===== config.mk =====
export PLATFORM = sky130hd
export DESIGN_NAME = cache_port_arbiter
export DESIGN_NICKNAME = d
export VERILOG_FILES = /design/src/rtl/cache_arb_pkg.sv /design/src/rtl/cache_port_arbiter.sv
export SDC_FILE = /design/constraint.sdc
export NUM_CORES = 1
export LEC_CHECK = 0
export BUFFER_PORTS_ARGS = -buffer_cell sky130_fd_sc_hd__buf_2
export CAP_MARGIN = 20
export CORE_AREA = 3 3 321 323
export CTS_BUF_LIST = sky130_fd_sc_hd__clkbuf_4 sky130_fd_sc_hd__clkbuf_8
export CTS_CLUSTER_DIAMETER = 30
export DETAILED_ROUTE_END_ITERATION = 8
export DIE_AREA = 0 0 324 326
export PLACE_DENSITY_LB_ADDON = 0.3
export SYNTH_ARGS = -nofsm -noshare
export SYNTH_HDL_FRONTEND = slang
export SYNTH_SLANG_ARGS = --single-unit

===== constraint.sdc =====
create_clock -name clk -period 2.3 [get_ports clk]
set_input_delay 0 -clock clk [delete_from_list [all_inputs] [get_ports clk]]
set_output_delay 0 -clock clk [all_outputs]
set_load 0.02 [all_outputs]

===== src/rtl/cache_arb_pkg.sv =====
// Shared types for the cache port arbiter: FSM states, port ids and the
// latched request payload that drives the cache while a grant is active.
package cache_arb_pkg;

  typedef enum logic [1:0] {
    IDLE   = 2'd0,
    ACCESS = 2'd1,
    RESP   = 2'd2
  } arb_state_e;

  localparam logic PORT_DATA  = 1'b0;
  localparam logic PORT_FETCH = 1'b1;

  typedef struct packed {
    logic         we;
    logic [31:0]  addr;
    logic [31:0]  wdata;
    logic         vec_mode;
    logic [3:0]   vec_mask;
    logic [127:0] vec_wdata;
  } cache_req_t;

  // Under contention round-robin hands the port to whoever was not served last.
  function automatic logic pick_port(input logic req0,
                                     input logic req1,
                                     input logic last_grant,
                                     input logic round_robin);
    logic win;
    if (req0 && req1) begin
      win = round_robin ? ~last_grant : PORT_DATA;
    end else if (req0) begin
      win = PORT_DATA;
    end else begin
      win = PORT_FETCH;
    end
    return win;
  endfunction

endpackage


===== src/rtl/cache_port_arbiter.sv =====
// Shares one cache port between the data/memory stage (port 0) and
// instruction fetch (port 1); one transaction in flight at a time.
module cache_port_arbiter
  import cache_arb_pkg::*;
#(
  parameter bit ROUND_ROBIN = 1'b1
) (
  input  logic         clk,
  input  logic         rstn,
  input  logic         p0_req,
  input  logic         p0_we,
  input  logic [31:0]  p0_addr,
  input  logic [31:0]  p0_wdata,
  input  logic         p0_vec_mode,
  input  logic [3:0]   p0_vec_mask,
  input  logic [127:0] p0_vec_wdata,
  output logic         p0_done,
  output logic [31:0]  p0_rdata,
  output logic [127:0] p0_vec_rdata,
  input  logic         p1_req,
  input  logic [31:0]  p1_addr,
  output logic         p1_done,
  output logic [31:0]  p1_rdata,
  output logic [31:0]  addr_cache,
  output logic [31:0]  wdata_cache,
  input  logic [31:0]  rdata_cache,
  output logic         write_enable_cache,
  output logic         read_enable_cache,
  input  logic         miss_cache,
  output logic [127:0] vec_wdata_cache,
  input  logic [127:0] vec_rdata_cache,
  output logic         vec_mode_cache,
  output logic [3:0]   vec_mask_cache,
  output logic [31:0]  stall_cycles,
  output arb_state_e   dbg_state
);

  // Handshake: a requester raises req with its payload and holds req until
  // its done pulse; payload is only sampled in the IDLE cycle that grants it.
  // The cache side sees a strobe every ACCESS cycle and completes on the
  // first cycle with miss_cache low.

  arb_state_e   state_q, state_d;
  cache_req_t   req_q, req_d;
  logic         grant_q, grant_d;
  logic [31:0]  p0_rdata_q, p0_rdata_d;
  logic [127:0] p0_vec_rdata_q, p0_vec_rdata_d;
  logic [31:0]  p1_rdata_q, p1_rdata_d;
  logic [31:0]  stall_q, stall_d;

  cache_req_t   p0_payload;
  cache_req_t   p1_payload;

  always_comb begin
    p0_payload           = '0;
    p0_payload.we        = p0_we;
    p0_payload.addr      = p0_addr;
    p0_payload.wdata     = p0_wdata;
    p0_payload.vec_mode  = p0_vec_mode;
    p0_payload.vec_mask  = p0_vec_mask;
    p0_payload.vec_wdata = p0_vec_wdata;

    p1_payload           = '0;
    p1_payload.addr      = p1_addr;
  end

  always_comb begin
    state_d        = state_q;
    req_d          = req_q;
    grant_d        = grant_q;
    p0_rdata_d     = p0_rdata_q;
    p0_vec_rdata_d = p0_vec_rdata_q;
    p1_rdata_d     = p1_rdata_q;
    stall_d        = stall_q;

    case (state_q)
      IDLE: begin
        if (p0_req || p1_req) begin
          grant_d = pick_port(p0_req, p1_req, grant_q, ROUND_ROBIN);
          req_d   = (grant_d == PORT_DATA) ? p0_payload : p1_payload;
          state_d = ACCESS;
        end
      end
      ACCESS: begin
        if (miss_cache) begin
          stall_d = stall_q + 32'd1;
        end else begin
          // Writes leave the requester's last read data untouched.
          if (!req_q.we) begin
            if (grant_q == PORT_DATA) begin
              p0_rdata_d     = rdata_cache;
              p0_vec_rdata_d = vec_rdata_cache;
            end else begin
              p1_rdata_d     = rdata_cache;
            end
          end
          state_d = RESP;
        end
      end
      RESP: begin
        state_d = IDLE;
      end
      default: begin
        state_d = IDLE;
      end
    endcase
  end

  always_ff @(posedge clk or negedge rstn) begin
    if (!rstn) begin
      state_q        <= IDLE;
      req_q          <= '0;
      grant_q        <= PORT_FETCH;
      p0_rdata_q     <= '0;
      p0_vec_rdata_q <= '0;
      p1_rdata_q     <= '0;
      stall_q        <= '0;
    end else begin
      state_q        <= state_d;
      req_q          <= req_d;
      grant_q        <= grant_d;
      p0_rdata_q     <= p0_rdata_d;
      p0_vec_rdata_q <= p0_vec_rdata_d;
      p1_rdata_q     <= p1_rdata_d;
      stall_q        <= stall_d;
    end
  end

  assign read_enable_cache  = (state_q == ACCESS) && !req_q.we;
  assign write_enable_cache = (state_q == ACCESS) && req_q.we;
  assign addr_cache         = req_q.addr;
  assign wdata_cache        = req_q.wdata;
  assign vec_mode_cache     = req_q.vec_mode;
  assign vec_mask_cache     = req_q.vec_mask;
  assign vec_wdata_cache    = req_q.vec_wdata;

  assign p0_done      = (state_q == RESP) && (grant_q == PORT_DATA);
  assign p1_done      = (state_q == RESP) && (grant_q == PORT_FETCH);
  assign p0_rdata     = p0_rdata_q;
  assign p0_vec_rdata = p0_vec_rdata_q;
  assign p1_rdata     = p1_rdata_q;
  assign stall_cycles = stall_q;
  assign dbg_state    = state_q;

endmodule


==> results of run 1 <==
-- through the flow --
stage	hold WS (ns)	std cells	setup WS (ns)	cell area, sq um	utilization
floorplan	-0.2956	1251	0.4073	17350	-
global placement	0.04315	3146	0.3762	21790	0.2176
detailed placement	0.05515	3146	0.3368	21790	0.2176
-- cells in the mapped netlist (11+ instances only) --
| master | instances | area [sq um] |
|---|---|---|
| dfrtp_1 | 424 | 10610 |
| buf_4 | 207 | 1554 |
| a22o_1 | 166 | 1454 |
| mux2_1 | 100 | 1126 |
| mux2_2 | 92 | 1036 |
| nand2_1 | 45 | 168.9 |
| mux2i_1 | 32 | 320.3 |
| o21ai_0 | 32 | 160.2 |
| buf_2 | 28 | 140.1 |
| xnor2_1 | 28 | 245.2 |
| clkbuf_1 | 22 | 82.58 |
| nand4_1 | 15 | 93.84 |
| nand3_1 | 12 | 60.06 |
| nor2_1 | 11 | 41.29 |
-- logic make-up after synthesis --
family / count (synthesis) / share of synthesized area
AOI/OAI and AO/OA: 201 / 0.09387
xor gates and xnor gates: 31 / 0.01565
adders and majority gates: 1 / 0.0007209
buffers and inverters: 268 / 0.1048
DFF: 425 / 0.6129
muxes: 224 / 0.1430
and+or+nand+nor: 101 / 0.02906
==> impl_results.md, run 1 <==
- Status: did not finish
- Exit stage: clock tree synthesis
- Stop err: [ERROR RSZ-0060] Max buffer count reached.
- Port Buf Inserts: approximately 820
- CTS Hold Buffers Added: 669
- Post-synth EDFFs: 0
- Total CTS buffers: approximately 110
- Final GP Congestion: just under 0.8
- Row count: 116
- Root buffer cell: clkbuf_8
- Post-CTS setup buffers: 0
- Clock Sinks: roughly 430
- Synth Net Count: between 1.5k and 2k
- Yosys warns: 0
- Die span in y: ~330 um
- Sequential-to-total area share from yosys stat: 0.6129
- CTS Buffer Depth: 3
- Initial core utilization: 0.1733
- Synth Flop Type: dfrtp_1
- Yosys reg bits: 425
- DP HPWL: roughly 50000 um
- Post-cts resize count: 0
- Max H-tree Level: 3
- Number of library cell types mapped by synthesis: 31
- Die width: 324 um
- I/O pins: a little over 800
- Synth async-reset ratio: 1.000
- Synth Area per Inst: around 14 sq um
- Cells after Synth: around 1.3k
- Mapped Area: 17350 sq um
==> inputs of run 2 (changes only) <==
==> config.mk (replaced) <==
export PLATFORM = sky130hd
export DESIGN_NAME = cache_port_arbiter
export DESIGN_NICKNAME = d
export VERILOG_FILES = /design/src/rtl/cache_arb_pkg.sv /design/src/rtl/cache_port_arbiter.sv
export SDC_FILE = /design/constraint.sdc
export NUM_CORES = 1
export LEC_CHECK = 0
export BUFFER_PORTS_ARGS = -buffer_cell sky130_fd_sc_hd__buf_2
export CAP_MARGIN = 20
export CORE_AREA = 3 3 316 318
export DETAILED_ROUTE_END_ITERATION = 8
export DIE_AREA = 0 0 319 321
export PLACE_DENSITY_LB_ADDON = 0.15
export SYNTH_ARGS = -nofsm -noshare
export SYNTH_HDL_FRONTEND = slang
export SYNTH_SLANG_ARGS = --single-unit
==> impl_results.md, run 2 <==
- First-pass GRT wire length: about 96000 um
- Row count: 114 (was 116)
- Clock Sinks: 425 (unchanged)
- Post-synth EDFFs: 0 (unchanged)
- Fin nets: between 2k and 3k
- Sequential-to-total area share from yosys stat: 0.6129 (unchanged)
- Int Pwr: around 22 mW
- Hold Path End: vec_wdata_cache[97]$_DFFE_PN0P_
- Port Buf Inserts: 821 (unchanged)
- HP Class: in -> reg
- Worst path cell trace: nand2b_2, nor4_4, clkbuf_16, mux2_1, dlygate4sd3_1
- Total power: ~37 mW
- First-pass detailed-route iteration total: 4
- Root buffer cell: clkbuf_16 (was clkbuf_8)
- Sw power: 14.51 mW
- Hold_sp: p0_vec_wdata[97]
- Tmin final: 2.174 ns
- Wirelength per Cell: approximately 18 um
- Vias/cell: roughly 3.8
- I/O pins: 822 (unchanged)
- GRT Util Overall: 0.1212
- Setup TNS Final: 0 ns
- Clock skew: between 0.015 and 0.02 ns
- Final GP Congestion: 0.7800 (was 0.7837)
- DP HPWL: 48310 um (was 50460 um)
- Yosys warns: 0 (unchanged)
- Most numerous cell in the Yosys netlist: dfrtp_1 (unchanged)
- Yosys reg bits: 425 (unchanged)
- Area grow syn2layout: 59.82%
- CP max FO: 6
- Net Sw Frac: 0.3937
- RSZ-0062 raised after global routing: false
- Number of global-route vias before repair: around 15k
- CP peak stage delay: around 0.55 ns
- DRC errors left: 0
- Ranking of synthesized cells by area: dfrtp_1 61%, buf_4 9.0%, a22o_1 8.4% (unchanged)
- Max VDD drop: about 640 uV
- Die span in y: 321 um (was 326 um)
- Crit path DAT: 2.66 ns
- GRT Residual Overflow: 0
- Max Cap Violations: 0
- Synth Area per Inst: 13.87 sq um (unchanged)
- CP required: 2.78 ns
- Antenna violations before repair: 3
- Part of the power in registers: 0.350
- CTS tree: built
- Cells after Synth: 1251 (unchanged)
- Reg2reg start: dbg_state[1]$_DFFE_PN0P_
- Setup crit start kind: register
- Worst setup startpoint: dbg_state[1]$_DFFE_PN0P_
- Synth Flop Type: dfrtp_1 (unchanged)
- R2R Setup Slk: 0.13 ns
- Slowest CP cell: dlygate4sd3_1
- R2r endpoint: p0_vec_rdata[119]$_DFFE_PN0P_
- Total number of vias: between 10k and 15k
- DIE AREA: slightly above 100000 sq um
- Area share of the largest cell type after synthesis: 0.6114 (unchanged)
- Status: finished clean (was did not finish)
- Final setup violation count: 0
- Clk_lat worst skew: around 0.61 ns
- Max-slew violations: 0
- Max_slew headroom: 0.6211
- Total CTS buffers: 51 (was 107)
- WHS Path Cells: 3
- Power density over cell area: around 1300 nW/um^2
- Reg clk slew, reported paths: 0.06 ns
- Leakage: approximately 14 nW
- Number of library cell types mapped by synthesis: 31 (unchanged)
- Mapped Area: 17350 sq um (unchanged)
- CTS Buffer Depth: 3 (unchanged)
- Synth async-reset ratio: 1.000 (unchanged)
- Share of layout cells above drive strength 1: 0.4507
- Routed wire length: ~65000 um
- Hold Fails Final Rpt: 0
- Most common cell after layout, fill and taps aside: buf_2
- Die width: 319 um (was 324 um)
- Fin crit share: 0.9454
- WS Path Type: reg -> reg
- Max H-tree Level: 2 (was 3)
- Synth area leader: dfrtp_1 (unchanged)
- Fmax: about 460 MHz
- Post-synth top cells: 424 x dfrtp_1, 207 x buf_4, 166 x a22o_1, 100 x mux2_1, 92 x mux2_2 (unchanged)
- Synth Net Count: 1647 (unchanged)
- Post-route ant nets: 0
- First DRT Iteration DRCs: around 430
- Combinational cell fraction of total power: 0.417
- Core Area: approximately 97000 sq um
- Initial core utilization: 0.1792 (was 0.1733)
- Number of cells on the worst reg-to-reg path: 5
- Worst-Margin Slew: between 0.5 and 0.6 ns
- Crit. End Element: register
- Most frequent cells in the layout: 820 x buf_2, 424 x dfrtp_1, 399 x dlygate4sd3_1
- Largest net degree at the start of global routing: 77
- Clk pwr share: 0.233
## run 2: cell counts after synthesis
Identical to the previous run, type by type.
## run 2: what timing repair did
item	CTS	global route
endpoints found under the hold margin	820	0
setup endpoints to repair	0	2
setup buffers	0	4
resized for setup	0	2
hold buffers	400	0
## run 2: critical path, delay by kind of cell, from the launching register on
kind          cells  cell delay [ns]
buf+inv           2             0.76
flops             1             0.42
mux               1             0.30
simple gates      2             0.57
## run 2: routing by layer
layer | part of all wire | vias to the layer above | GRT usage
met1 | 0.38 | 6719 | 0.1297
met2 | 0.52 | 526 | 0.2271
met3 | 0.076 | 82 | 0.04058
met4 | 0.024 | 2 | 0.03224
li1 | - | 6372 | -
met5 | 0.00020 | - | 0
## run 2: cells by family (layout without fill, tap and decap cells)
| kind of cell | Yosys count | count (layout) | share of synthesized area |
|---|---|---|---|
| AOI/OAI and AO/OA | 201 | 201 | 0.09387 |
| DFF | 425 | 425 | 0.6129 |
| other | 0 | 3 | 0 |
| buffers and inverters | 268 | 1371 | 0.1048 |
| xor gates and xnor gates | 31 | 31 | 0.01565 |
| and+or+nand+nor | 101 | 101 | 0.02906 |
| adders and majority gates | 1 | 1 | 0.0007209 |
| muxes | 224 | 224 | 0.1430 |
## run 2: how the worst max path moves through the flow
| stage | slack, ns | to |
|---|---|---|
| 2_1_floorplan | 0.41 | p1_rdata[10]$_DFFE_PN0P_ |
| 3_3_place_gp | 0.38 | p0_vec_rdata[1]$_DFFE_PN0P_ |
| 3_5_place_dp | 0.35 | p0_vec_rdata[68]$_DFFE_PN0P_ |
| 4_1_cts | 0.07 | p0_vec_rdata[119]$_DFFE_PN0P_ |
| 5_1_grt | 0.02 | p0_vec_rdata[119]$_DFFE_PN0P_ |
| 6_report | 0.13 | p0_vec_rdata[119]$_DFFE_PN0P_ |
## run 2: cell type report
cell class,instances,area (sq um)
Tap cell,1276,1597
Timing Repair Buffer,1272,8725
Fill cell,10050,69120
Antenna cell,3,7.507
Inverter,4,15.01
Clock inverter,22,317.8
Sequential cell,425,10640
Multi-Input combinational cell,558,4947
Clock buffer,73,1490
## run 2: power by group through the flow
stage,Sequential (mW),Clock [mW],Combinational (mW)
floorplan,14.8,0,8.93
global placement,13.0,0,14.9
finish,12.9,8.57,15.4
detailed placement,13.0,0,15.0
global route,13.4,9.24,16.4
CTS,12.9,8.94,15.6
## run 2: per-stage QoR
stage / setup slack [ns] / hold WS, ns / util / cells / cell area, sq um
final: 0.1255 / 0.1432 / 0.2864 / 3633 / 27740
after global routing: 0.01955 / 0.1002 / 0.2863 / 3632 / 27730
after CTS: 0.07111 / 0.07099 / 0.2858 / 3625 / 27680
after detailed placement: 0.3521 / 0.03512 / 0.2257 / 3130 / 21860
after global placement: 0.3778 / 0.02828 / 0.2257 / 3130 / 21860
after floorplan: 0.4073 / -0.2956 / - / 1251 / 17350
No activity file was read; power rests on OpenSTA's default activity.
==> inputs of run 3 (changes only) <==
--- a/config.mk
+++ b/config.mk
@@ -11,6 +11,7 @@
 export DETAILED_ROUTE_END_ITERATION = 8
 export DIE_AREA = 0 0 319 321
 export PLACE_DENSITY_LB_ADDON = 0.15
+export REMOVE_ABC_BUFFERS = 1
 export SYNTH_ARGS = -nofsm -noshare
 export SYNTH_HDL_FRONTEND = slang
 export SYNTH_SLANG_ARGS = --single-unit
==> impl_results.md, run 3 (synthesized netlist as in run 2, its figures left out) <==
- Total number of vias: 13.82k (was 13.70k)
- Post-route ant nets: 0 (unchanged)
- Largest delay share family, worst path: buffers and inverters (unchanged)
- Wirelength per Cell: 17.87 um (was 17.83 um)
- Placed Cells: 3131 (was 3130)
- Crit path DAT: 2.73 ns (was 2.66 ns)
- Final GP Congestion: 0.7571 (was 0.7800)
- Cell mode on critical path: dlygate4sd3_1
- WS Path Type: reg -> reg (unchanged)
- First DRT Iteration DRCs: 417 (was 428)
- Total CTS buffers: 53 (was 51)
- First-pass GRT wire length: 95480 um (was 95520 um)
- CP peak stage delay: 0.61 ns (was 0.55 ns)
- CTS Buffer Depth: 3 (unchanged)
- Initial core utilization: 0.1792 (unchanged)
- Final instance area: 27780 sq um (was 27740 sq um)
- Area grow syn2layout: 60.07% (was 59.82%)
- Root buffer cell: clkbuf_16 (unchanged)
- Max-slew violations: 0 (unchanged)
- Die span in y: 321 um (unchanged)
- Setup TNS Final: 0 ns (unchanged)
- Net Sw Frac: 0.3969 (was 0.3937)
- Core Area: 96850 sq um (unchanged)
- Max_slew headroom: 0.6061 (was 0.6211)
- Clk_lat worst skew: 0.62 ns (was 0.61 ns)
- HP Class: in -> async (was in -> reg)
- Most common cell after layout, fill and taps aside: buf_2 (unchanged)
- Routed wire length: 65010 um (was 64760 um)
- GRT Residual Overflow: 0 (unchanged)
- Worst-Margin Slew: 0.5908 ns (was 0.5684 ns)
- Worst path cell trace: o21ai_4, dlygate4sd3_1, nor2_4, a22o_1, dlygate4sd3_1 (was nand2b_2, nor4_4, clkbuf_16, mux2_1, dlygate4sd3_1)
- Vias/cell: 3.799 (was 3.771)
- DRC errors left: 0 (unchanged)
- Buffers & Inverters on Critical Path: 2 (unchanged)
- Sw power: 14.52 mW (was 14.51 mW)
- Crit. End Element: register (unchanged)
- Final Non-Filler Cells: 3637 (was 3633)
- Area of placed instances: 21890 sq um (was 21860 sq um)
- Port Buf Inserts: 821 (unchanged)
- GRT Util Overall: 0.1211 (was 0.1212)
- Leakage: 13.76 nW (was 13.72 nW)
- Clock skew: 0.01624 ns (was 0.01980 ns)
- Max H-tree Level: 2 (unchanged)
- Tmin final: 2.183 ns (was 2.174 ns)
- CTS tree: built (unchanged)
- DIE AREA: 102400 sq um (unchanged)
- Power density over cell area: 1317 nW/um^2 (was 1328 nW/um^2)
- DP HPWL: 48190 um (was 48310 um)
- Place WS: 0.3008 ns (was 0.3521 ns)
- Status: finished clean (unchanged)
- Max Cap Violations: 0 (unchanged)
- RSZ-0062 raised after global routing: false (unchanged)
- Antenna violations before repair: 6 (was 3)
- CP max FO: 4 (was 6)
- Share of layout cells above drive strength 1: 0.4508 (was 0.4507)
- Final WS setup: 0.1173 ns (was 0.1255 ns)
- Fmax: 458.2 MHz (was 459.9 MHz)
- Max VDD drop: 710.5 uV (was 642.1 uV)
- Number of global-route vias before repair: 15.25k (was 15.12k)
- Slowest CP cell: dlygate4sd3_1 (unchanged)
- Fin nets: 2720 (was 2708)
- CP required: 2.84 ns (was 2.78 ns)
- Fin crit share: 0.9490 (was 0.9454)
- Reg clk slew, reported paths: 0.06 ns (about the same)
- Part of the power in registers: 0.350 (about the same)
- Total power: 36.58 mW (was 36.84 mW)
- Clk pwr share: 0.226 (was 0.233)
- Clock Sinks: 425 (unchanged)
- Largest net degree at the start of global routing: 89 (was 77)
- Setup crit start kind: register (unchanged)
- First-pass detailed-route iteration total: 6 (was 4)
- Row count: 114 (unchanged)
- Hold Fails Final Rpt: 0 (unchanged)
- Final setup violation count: 0 (unchanged)
- Most frequent cells in the layout: 820 x buf_2, 424 x dfrtp_1, 403 x dlygate4sd3_1 (was 820 x buf_2, 424 x dfrtp_1, 399 x dlygate4sd3_1)
- I/O pins: 822 (unchanged)
- Int Pwr: 22.06 mW (was 22.34 mW)
- Die width: 319 um (unchanged)
- Combinational cell fraction of total power: 0.424 (was 0.417)
[run 3: cell count changes in the layout (fill, tap and decap cells not counted), sizes merged]
cell         previous run  this run
inv                     5         8
bufinv                  7         2
dlygate4sd3           399       403
clkinv                 10         7
buf                   872       877
clkinvlp                4         2
clkbuf                 74        76
[run 3: cell type report]
type                            count  area [sq um]
Fill cell                       10060         69070
Multi-Input combinational cell    558          4952
Tap cell                         1276          1597
Inverter                            4         15.01
Antenna cell                        3         7.507
Clock buffer                       74          1558
Sequential cell                   425         10640
Clock inverter                     15         145.1
Timing Repair Buffer             1282          8869
[run 3: final timing paths]
kind	slack (ns)	cells past startpoint	endpoint	from
max	0.12	5	req_q[197]$_DFFE_PN0P_	grant_q$_DFFE_PN1P_
min in group clk	0.13	3	vec_wdata_cache[100]$_DFFE_PN0P_	p0_vec_wdata[100]
max in group asynchronous	1.65	4	p1_rdata[8]$_DFFE_PN0P_	rstn
min	0.05	3	p0_vec_rdata[99]$_DFFE_PN0P_	rstn
min reg2reg	0.47	2	addr_cache[26]$_DFFE_PN0P_	addr_cache[26]$_DFFE_PN0P_
max reg2reg	0.12	5	req_q[197]$_DFFE_PN0P_	grant_q$_DFFE_PN1P_
[run 3: worst register-to-register path, cell delays in order, from the launching register on]
cell	delay [ns]
dfstp_2	0.57
o21ai_4	0.08
dlygate4sd3_1	0.61
nor2_4	0.20
a22o_1	0.14
dlygate4sd3_1	0.53
[run 3: power groups by stage]
stage	registers (mW)	logic [mW]	clock network (mW)
3_3_place_gp	12.9	14.9	0
5_1_grt	13.3	16.6	8.91
6_report	12.8	15.5	8.25
2_1_floorplan	15.2	3.17	0
3_5_place_dp	12.9	15.0	0
4_1_cts	12.8	15.7	8.67
[run 3: per-layer routing]
| layer | wire length, um | up-vias | share of wire | track usage |
|---|---|---|---|---|
| li1 | - | 6393 | - | - |
| met1 | 25530 | 6728 | 0.39 | 0.1370 |
| met2 | 31650 | 581 | 0.49 | 0.2102 |
| met3 | 5768 | 110 | 0.089 | 0.04493 |
| met4 | 2017 | 6 | 0.031 | 0.04169 |
| met5 | 38 | - | 0.00058 | 0 |
[run 3: through the flow]
| step | hold WS [ns] | utilization |
|---|---|---|
| global placement | -0.05336 | 0.2260 |
| CTS | 0.01324 | 0.2855 |
| global route | 0.04028 | 0.2868 |
| floorplan | -0.2956 | - |
| detailed placement | -0.04789 | 0.2260 |
| finish | 0.05488 | 0.2868 |
[run 3: timing repair]
action | CTS | global route
gates resized for setup | 0 | 2
endpoints found under the hold margin | 779 | 0
buffers inserted | 0 | 8
hold buffers | 404 | 0
endpoints found under the setup margin | 0 | 43
